--- src/rtl/td4_pkg.sv ---
// Shared opcodes, ALU-source encodings, load-enable bit indices and the decoded control word.
// Optional illegal-opcode trap is controlled by TD4_ILLEGAL_TRAP_EN (see td4_decode_comb/td4_decode_stage).
package td4_pkg;

    localparam logic [3:0] OP_ADD_A   = 4'b0000;
    localparam logic [3:0] OP_MOV_A_B = 4'b0001;
    localparam logic [3:0] OP_IN_A    = 4'b0010;
    localparam logic [3:0] OP_MOV_A   = 4'b0011;
    localparam logic [3:0] OP_MOV_B_A = 4'b0100;
    localparam logic [3:0] OP_ADD_B   = 4'b0101;
    localparam logic [3:0] OP_IN_B    = 4'b0110;
    localparam logic [3:0] OP_MOV_B   = 4'b0111;
    localparam logic [3:0] OP_OUT_B   = 4'b1001;
    localparam logic [3:0] OP_OUT_IM  = 4'b1011;
    localparam logic [3:0] OP_JNC     = 4'b1110;
    localparam logic [3:0] OP_JMP     = 4'b1111;

    localparam logic [1:0] SEL_A    = 2'b00;
    localparam logic [1:0] SEL_B    = 2'b01;
    localparam logic [1:0] SEL_IN   = 2'b10;
    localparam logic [1:0] SEL_ZERO = 2'b11;

    localparam int LOAD_A   = 0;
    localparam int LOAD_B   = 1;
    localparam int LOAD_OUT = 2;
    localparam int LOAD_PC  = 3;

    typedef struct packed {
        logic [1:0] sel;
        logic [3:0] load;
        logic       is_add;
        logic       illegal;
    } td4_ctrl_t;

endpackage

--- src/rtl/td4_decode_comb.sv ---
// Pure combinational TD4 opcode table: opcode + effective carry -> sel, load, is_add, illegal.
// illegal is only ever raised when TD4_ILLEGAL_TRAP_EN is defined.
module td4_decode_comb
    import td4_pkg::*;
(
    input  logic [3:0] opcode,
    input  logic       carry,
    output logic [1:0] sel,
    output logic [3:0] load,
    output logic       is_add,
    output logic       illegal
);

    always_comb begin
        sel     = SEL_ZERO;
        load    = '0;
        is_add  = 1'b0;
        illegal = 1'b0;
        case (opcode)
            OP_ADD_A:   begin sel = SEL_A;  load[LOAD_A] = 1'b1; is_add = 1'b1; end
            OP_ADD_B:   begin sel = SEL_B;  load[LOAD_B] = 1'b1; is_add = 1'b1; end
            OP_MOV_A:   begin load[LOAD_A] = 1'b1; end
            OP_MOV_B:   begin load[LOAD_B] = 1'b1; end
            OP_MOV_A_B: begin sel = SEL_B;  load[LOAD_A] = 1'b1; end
            OP_MOV_B_A: begin sel = SEL_A;  load[LOAD_B] = 1'b1; end
            OP_IN_A:    begin sel = SEL_IN; load[LOAD_A] = 1'b1; end
            OP_IN_B:    begin sel = SEL_IN; load[LOAD_B] = 1'b1; end
            OP_OUT_B:   begin sel = SEL_B;  load[LOAD_OUT] = 1'b1; end
            OP_OUT_IM:  begin load[LOAD_OUT] = 1'b1; end
            OP_JMP:     begin load[LOAD_PC] = 1'b1; end
            OP_JNC:     begin load[LOAD_PC] = !carry; end
            default: begin
`ifdef TD4_ILLEGAL_TRAP_EN
                illegal = 1'b1;
`endif
            end
        endcase
    end

endmodule

--- src/rtl/td4_decode_stage.sv ---
// Registered TD4 decode stage with valid/ready handshake, carry register and pending-ADD tracking.
// TD4_ILLEGAL_TRAP_EN: unlisted opcodes raise illegal and lock in_ready low until rst.
module td4_decode_stage
    import td4_pkg::*;
#(
    parameter int DATA_W   = 4,
    parameter int MAX_PEND = 2
) (
    input  logic              clk,
    input  logic              rst,
    input  logic              in_valid,
    output logic              in_ready,
    input  logic [DATA_W+3:0] in_instr,
    output logic              out_valid,
    input  logic              out_ready,
    output logic [1:0]        out_sel,
    output logic [3:0]        out_load,
    output logic [DATA_W-1:0] out_imm,
    output logic              out_is_add,
    input  logic              carry_valid,
    input  logic              carry_in,
    output logic              carry_flag,
    output logic              proto_err,
    output logic              illegal
);

    localparam int PEND_W = 3;
    localparam logic [PEND_W-1:0] PEND_MAX = PEND_W'(MAX_PEND);

    logic [3:0]        opcode;
    logic [DATA_W-1:0] imm;
    logic              carry_eff;
    logic [1:0]        dec_sel;
    logic [3:0]        dec_load;
    logic              dec_is_add;
    logic              dec_illegal;
    td4_ctrl_t         dec;

    logic              out_valid_q, out_valid_d;
    td4_ctrl_t         ctrl_q, ctrl_d;
    logic [DATA_W-1:0] imm_q, imm_d;
    logic              carry_flag_q, carry_flag_d;
    logic [PEND_W-1:0] pend_q, pend_d;
    logic              proto_err_q, proto_err_d;
    logic              trap_q;

    logic              ret_ok;
    logic [PEND_W-1:0] pend_after_ret;
    logic              stall;
    logic              ready_c;
    logic              accept;

    assign opcode = in_instr[DATA_W+3 -: 4];
    assign imm    = in_instr[DATA_W-1:0];

    // A carry returning this cycle is bypassed straight into the JNC decision.
    assign carry_eff = carry_valid ? carry_in : carry_flag_q;

    td4_decode_comb u_decode (
        .opcode  (opcode),
        .carry   (carry_eff),
        .sel     (dec_sel),
        .load    (dec_load),
        .is_add  (dec_is_add),
        .illegal (dec_illegal)
    );

    assign dec = '{sel: dec_sel, load: dec_load, is_add: dec_is_add, illegal: dec_illegal};

    always_comb begin
        ret_ok         = carry_valid && (pend_q != '0);
        pend_after_ret = pend_q - PEND_W'(ret_ok);
        stall          = ((opcode == OP_JNC) && (pend_after_ret != '0))
                       || (dec.is_add && (pend_q == PEND_MAX) && !carry_valid);
        ready_c        = (!out_valid_q || out_ready) && !stall && !trap_q;
        accept         = in_valid && ready_c;

        out_valid_d = out_valid_q;
        ctrl_d      = ctrl_q;
        imm_d       = imm_q;
        if (accept) begin
            out_valid_d = 1'b1;
            ctrl_d      = dec;
            imm_d       = imm;
        end else if (out_ready) begin
            out_valid_d = 1'b0;
        end

        pend_d       = pend_after_ret + PEND_W'(accept && dec.is_add);
        carry_flag_d = carry_valid ? carry_in : carry_flag_q;
        proto_err_d  = proto_err_q || (carry_valid && (pend_q == '0));
    end

    always_ff @(posedge clk or posedge rst) begin
        if (rst) begin
            out_valid_q  <= 1'b0;
            ctrl_q       <= '{sel: SEL_A, load: 4'b0000, is_add: 1'b0, illegal: 1'b0};
            imm_q        <= '0;
            carry_flag_q <= 1'b0;
            pend_q       <= '0;
            proto_err_q  <= 1'b0;
        end else begin
            out_valid_q  <= out_valid_d;
            ctrl_q       <= ctrl_d;
            imm_q        <= imm_d;
            carry_flag_q <= carry_flag_d;
            pend_q       <= pend_d;
            proto_err_q  <= proto_err_d;
        end
    end

`ifdef TD4_ILLEGAL_TRAP_EN
    logic trap_d;

    assign trap_d = trap_q || (accept && dec.illegal);

    always_ff @(posedge clk or posedge rst) begin
        if (rst) begin
            trap_q <= 1'b0;
        end else begin
            trap_q <= trap_d;
        end
    end
`else
    assign trap_q = 1'b0;
`endif

    assign in_ready   = ready_c;
    assign out_valid  = out_valid_q;
    assign out_sel    = ctrl_q.sel;
    assign out_load   = ctrl_q.load;
    assign out_imm    = imm_q;
    assign out_is_add = ctrl_q.is_add;
    assign carry_flag = carry_flag_q;
    assign proto_err  = proto_err_q;
    assign illegal    = ctrl_q.illegal;

endmodule

--- config.mk ---
export PLATFORM = sky130hd
export DESIGN_NAME = td4_decode_stage
export DESIGN_NICKNAME = d
export VERILOG_FILES = /design/src/rtl/td4_pkg.sv /design/src/rtl/td4_decode_comb.sv /design/src/rtl/td4_decode_stage.sv
export SDC_FILE = /design/constraint.sdc
export NUM_CORES = 1
export LEC_CHECK = 0
export ABC_CLOCK_PERIOD_IN_PS = 2300
export CAP_MARGIN = 10
export CORE_UTILIZATION = 39
export CTS_CLUSTER_SIZE = 28
export DETAILED_ROUTE_END_ITERATION = 7
export PLACE_DENSITY = 0.74
export SETUP_SLACK_MARGIN = 0.1
export SLEW_MARGIN = 20
export SYNTH_ARGS = -nofsm -noshare
export SYNTH_HDL_FRONTEND = slang
export SYNTH_SLANG_ARGS = --single-unit
--- constraint.sdc ---
create_clock -name clk -period 2.3 [get_ports clk]
set_clock_uncertainty 0.1 [all_clocks]
set_input_delay 0.46 -clock clk [delete_from_list [all_inputs] [get_ports clk]]
set_output_delay 0.46 -clock clk [all_outputs]
set_load 0.01 [all_outputs]
==> results.md <==
- On the critical path the largest part of the delay comes from simple AND/OR/NAND/NOR gates.
- The layout net count is about 150.
- The met1 global-route usage is 25.6%.
- 0 antenna diodes ended up in the layout.
- The wire length per cell after detailed routing is roughly 14 microns.
- The total area of multi-input combinational cells is 492 sq um.
- The tightest min-delay check is of the flip-flop to flip-flop type.
- The maximum number of pins on one net before global-route repair is 18.
- The number of failing hold endpoints at the final stage was 0.
- The worst hold slack after final layout is 0.381 ns.
- At the pin with the least slew margin, the transition time is ~0.66 ns.
- Synthesis inferred 17 register bits.
- The critical path required time is 1.74 ns.
- The master cell of the clock root buffer is clkbuf_4.
- The post-synthesis average cell area is roughly 12 sq um.
- The signal on the critical path passes through nor3_4 > nor2b_4 > ha_4 > ha_4 > xnor2_2 > a311o_1 > o21ai_2 > nor2b_1 > buf_2.
- The leakage component of the power is 0.000687 uW.
- Yosys printed 0 warnings.
- The path type of the worst setup path is flip-flop to output pin.
- The post-place setup slack is -0.795 ns.
- The first global-routing pass estimated 3.31 mm of wire.
- The delay of the slowest cell on the worst path is 0.41 ns.
- The number of antenna violations at the first check in global routing is 0.
- The core utilization of the finished layout is 74.1%.
- The final layout contains routed wiring with a total length of about 2.2 mm.
- Buffers inserted during clock tree synthesis total 3.
- The critical path arrival is 2.04 ns.
- The flow ran to the end, but the final reports show violations.
- The final route contains 734 vias.
- The endpoint of the most critical register-to-register path is pend_q[2].
- 30 I/O pins were placed.
- The register-to-register setup slack is -0.12 ns.
- STA classifies the critical path endpoint as an output pin.
- After technology mapping, the gate count stands at 71.
- The global routing stage identified its most utilized layer as met2.
- The cell depth of the worst setup path is 9.
- For the worst-skew pair, the clock arrives at the later sink with an insertion delay of roughly 0.29 ns.
- At the end of routability-driven placement, the weighted congestion stood at 0.707.
- The clock transition at the registers of the reported paths is about 0.090 ns.
- Once the floorplan was initialized, standard cells occupied 41.7% of the core.
- The startpoint of the worst-slack reg-to-reg timing path is pend_q[0].
- The most frequent standard cell in the layout excluding fill and tap cells is clkdlybuf4s50_1.
- In this run the cell area of the synthesized design comes to 827 sq um.
- The core region is 0.00198 sq mm.
- The aggregate global routing overflow is 0.
- TritonCTS built the clock tree.
- The setup slack after layout is -0.300 ns.
- The floorplan step set the die width to between 40 and 50 microns.
- The power density over the cells is approximately 800 mW/mm^2.
- The fraction of the yosys area taken by sequential cells is 51.4%.
- The ratio of routed vias to standard cells is 4.80.
- After clock tree synthesis, the flow added hold-fix buffers numbering 0.
- Counting both buffers and inverters, the worst setup path holds a total of 1.
- STA classifies the critical path startpoint as a flip-flop.
- Max-cap violations in this run came to 0.
- The worst slew margin relative to its limit is 55.7%.
- For this run, global-route usage on met3 was measured as 3.40%.
- The sequential cell area in the final layout is 425 sq um.
- The port buffer count is 28.
- The die covers 0.00231 sq mm.
- In this run the remaining antenna-violating nets after routing total 0.
- For this run, the detailed router's first-pass iteration total came to 1.
- The number of violations reported at the end of detailed-routing iteration 0 is 0.
- The clock drives 17 sinks.
- The share of post-route cells with drive strength above 1 is 38.9%.
- Setup violations remaining at the end of the flow were counted as 9.
- Row generation in the floorplan step produced 16 rows.
- The worst min-delay path startpoint is proto_err.
- Once detailed placement completed, the half-perimeter wirelength came to 1.46 mm.
- The library cell appearing most often on the critical path is ha_4.
- The number of stages on the worst hold path is 1.
- The level count of the clock H-tree is 1.
- The number of distinct library cells after synthesis is 25.
- In the global route stage, overall resource usage came out at between 20% and 30%.
- In this run the worst path has a maximum fanout of 2.
- The path with the worst hold slack has its endpoint at proto_err.
- The via count of the first global-routing pass is roughly 750.
- The clock period minus worst slack is 2.60 ns.
- The period utilization is 113%.
- The y dimension of the die is 48.1 microns.
- The post-detailed-route DRC marker count is 0.
- Counting cells, the worst reg-to-reg path comes to 12.
- For this run, global-route usage on met2 was measured as 38.9%.
- No sink is reached through more buffers than the 2 on the longest clock path.
- Leaving out fill and tap cells, the most frequent cells in the layout are clkdlybuf4s50_1 (26), buf_4 (21), dfrtp_1 (17), inv_1 (10), mux2_4 (6).
- The number of fillers in the final layout is 140.
- IR analysis of the VDD net gives a maximum drop of 0.000498 V.
- The total placed cells including tap cells is 142.
- The final non-filler cell total is 153.
- The total count of max-transition violations in the final report is 0.
- Compared with the post-synthesis result, the final layout area differs by 77.6%.
- The slowest stage of the critical path belongs to the cell dfrtp_1.
- Setup repair after global routing could not meet its margin everywhere.
- The checks that failed: negative setup slack.
- Counting every net in the synthesized netlist gives just under 90.
- The setup TNS after final layout is -0.822 ns.
- The timing-limited maximum frequency is 385 MHz.
[per-stage QoR]
stage / instance area (sq um) / total power [uW]
CTS: 1460 / 1180
floorplan: 870 / 673
global placement: 1300 / 909
detailed placement: 1300 / 935
global route: 1470 / 1270
finish: 1470 / 1190
[worst reg2reg max path: cells and delay by family, from the launching register on]
family	cells	cell delay, ns
AOI/OAI and AO/OA	1	0.30
xor gates and xnor gates	2	0.24
adders and majority gates	4	0.65
buffers and inverters	1	0.18
DFF	1	0.41
and+or+nand+nor	4	0.42
[registers in the layout, indices dropped and copies added, names as in the netlist]
register    count
pend_q          3
out_load        4
proto_err       1
out_sel         2
out_valid       1
out_is_add      1
out_imm         4
carry_flag      1
[routing by layer]
layer | wire length [microns] | vias up
met5 | 0 | -
met4 | 37 | 0
met3 | 93 | 5
met2 | 1180 | 24
met1 | 870 | 353
li1 | - | 352
[worst max-delay path by stage]
stage,start,to,slack [ns]
floorplan,pend_q[0],in_ready,0.03
global placement,carry_valid,in_ready,-0.73
detailed placement,carry_valid,in_ready,-0.80
CTS,pend_q[2],in_ready,-0.36
global route,pend_q[0],in_ready,-0.40
finish,pend_q[0],in_ready,-0.30
[cells in the mapped netlist, drive strengths merged]
cell / instances / area (sq um)
a21o: 2 / 16.3
a21oi: 2 / 10.0
a311o: 1 / 10.0
a32oi: 1 / 8.76
and2: 1 / 6.26
and4b: 1 / 10.0
buf: 1 / 7.51
conb: 1 / 3.75
dfrtp: 17 / 425
ha: 4 / 50.1
inv: 10 / 37.5
mux2: 7 / 78.8
mux2i: 2 / 20.0
nand2b: 3 / 18.8
nand3: 3 / 15.0
nand3b: 1 / 7.51
nor2: 4 / 15.0
nor2b: 2 / 12.5
nor3: 1 / 5.00
o211ai: 1 / 21.3
o21ai: 2 / 10.0
o2bb2ai: 1 / 8.76
or4: 1 / 11.3
xnor2: 2 / 17.5
[cells by family after synthesis]
group / count (synthesis) / synth area share (%)
other cells: 1 / 0.453
fa+ha+maj: 4 / 6.05
xor+xnor: 2 / 2.12
simple gates: 17 / 12.3
flops: 17 / 51.4
buf+inv: 11 / 5.45
mux: 9 / 12.0
compound gates: 10 / 10.3
[power breakdown]
group / internal (uW) / switching, uW / total (uW) / leakage, uW
Sequential: 375 / 53.4 / 428 / 0.000200
Combinational: 357 / 241 / 598 / 0.000472
Clock: 67.6 / 93.3 / 161 / 0.0000150
Total: 800 / 388 / 1190 / 0.000687
[area by class of cell]
class | instances | share of cell area, %
timing repair buffer | 51 | 30.9
sequential | 17 | 29.0
clock buffer | 4 | 1.79
multi-input combinational | 44 | 33.5
inverter | 10 | 2.56
tap | 27 | 2.30
[what timing repair did]
| item | 4_1_cts | 5_1_grt |
|---|---|---|
| gates cloned | 1 | 0 |
| resized for setup | 23 | 1 |
| pin swaps | 7 | 5 |
| buffers inserted | 6 | 1 |
| endpoints found under the setup margin | 13 | 15 |
(Power assumes the default switching activity.)
==> variant, RTL diff (same flow settings) <==
Set the parameter `DATA_W` to 3 (it was 4).
--- a/src/rtl/td4_decode_stage.sv
+++ b/src/rtl/td4_decode_stage.sv
@@ -4,5 +4,5 @@
     import td4_pkg::*;
 #(
-    parameter int DATA_W   = 4,
+    parameter int DATA_W   = 3,
     parameter int MAX_PEND = 2
 ) (
Ports: changed (resized in_instr and out_imm); port bits go from 30 to 28. The function was not compared with the original's and may differ.
==> variant against the unedited design <==
  * Sequential share of layout area rose by 1.1 points
  * Cell area down 9.4%
  * Critical path depth did not move
  * Non-clock buffer count shrank 7
  * Synthesized area fell by 4.1%
  * Global-route usage is 0.46 points lower
  * Sequential cell count down 1
  * The flow still finishes with violations (negative setup slack)
  * Largest power group unchanged
  * Worst setup slack worse by 0.0086 ns
  * Total power down 8.1%
  * Fmax decreased by 0.33%
  * Wire length down 9.8%
==> variant: results <==
[outcome]
status = "finished with violations"
violations = "negative setup slack"

[clock_network]
cts_resized = 17
cts_buffers = 3
cts-root-buf = "clkbuf_4"
path_clk_slew_ns = 0.09
insertion_delay_ns = 0.28
h-tree-depth = 1
cts_setup_buffers = 3

[worst_setup_path]
cp.arrival_ns = 2.05
cpLargestDelayFamily = "flip-flops"
crit_slowest_cell = "dfrtp_1"
cp_max_fo = 2
r2r_cells = 9
cpPeakStageDelay_ns = 0.40

[sta]
setup_viol = 8
drv_slew = 0
final.setup.worst_slack_ns = -0.308
finalSetupTns_ns = -0.721
tightest_slew_ns = 0.607

[synth]
yosys-top-cells-area = "dfrtp_1, mux2_2, ha_1"
synth-compound-area-share_pct = 10.1
synth_xor_area_share_pct = 2.21
syn_nets = 88
ys_seq_area_share_pct = 50.5
synth.distinct_cells = 25
yosys-top-cells-count = "dfrtp_1, inv_1, mux2_2"
synth_cells = 71
synthMuxAreaShare_pct = 12.5
yosysWarnings = 0
async_reset_ff_share_pct = 100
synth_fa_ha_area_share_pct = 6.31

[power_and_ir_drop]
swShare_pct = 32.1
p_clk_share_pct = 13.2
vdd_drop_max_mv = 0.563
power_mw = 1.09
p_comb_share_pct = 50.2
p_leak_nw = 0.629

[job]
max_cap_violations = 0

[detailed_routing]
vias = 700
dr.pass1.iters = 4
routedWlPerCell_um = 13.9
vias_per_cell = 4.93
drt_iter0_drc = 8

[layout]
final_nets = 136
antenna_cells = 0
n_fill_cell = 141
largest_register_ffs = 4
drive_gt1_share_pct = 34.2

[global_route]
grt_start_max_net_pins = 17
grt_pass1_vias = 725
grt_pass1_wl_um = 3120
grt_antenna_before_repair = 0
grt_use_total_pct = 21.4

[placement]
port_buffers = 26
gp_congestion = 0.733
hpwl_um = 1330
placed_area_sq_um = 1210
pre_cts_ws_ns = -0.727

[min_path]
holdCritPathClass = "reg2reg"
[variant: final cells by class]
class                   count  area, sq um  area share [%]
multi-input cells          44          439            33.0
inverters                  10         37.5            2.82
well taps                  25         31.3            2.35
flip-flops and latches     16          400            30.1
clock buffers               3         22.5            1.69
repair buffers             44          400            30.1
[variant: kinds of logic after synthesis]
logic type	after synthesis
other cells	1
compound gates	10
fa+ha+maj	4
flops	16
xor+xnor	2
buf+inv	12
simple gates	17
mux	9
[variant: path summary, 6_finish.rpt]
check                           from          end  slack, ns
max in group asynchronous        rst  out_load[2]       1.25
min in group asynchronous        rst   carry_flag       0.45
setup reg to reg           pend_q[0]  out_load[3]      -0.08
hold / removal             proto_err    proto_err       0.37
hold reg to reg            proto_err    proto_err       0.37
setup / recovery           pend_q[0]     in_ready      -0.31
[variant: routing by layer]
| metal | wire, um | global-route usage, % |
|---|---|---|
| met3 | 74 | 4.62 |
| met5 | 0 | 0 |
| met2 | 988 | 35.3 |
| met1 | 851 | 25.5 |
| met4 | 55 | 13.1 |
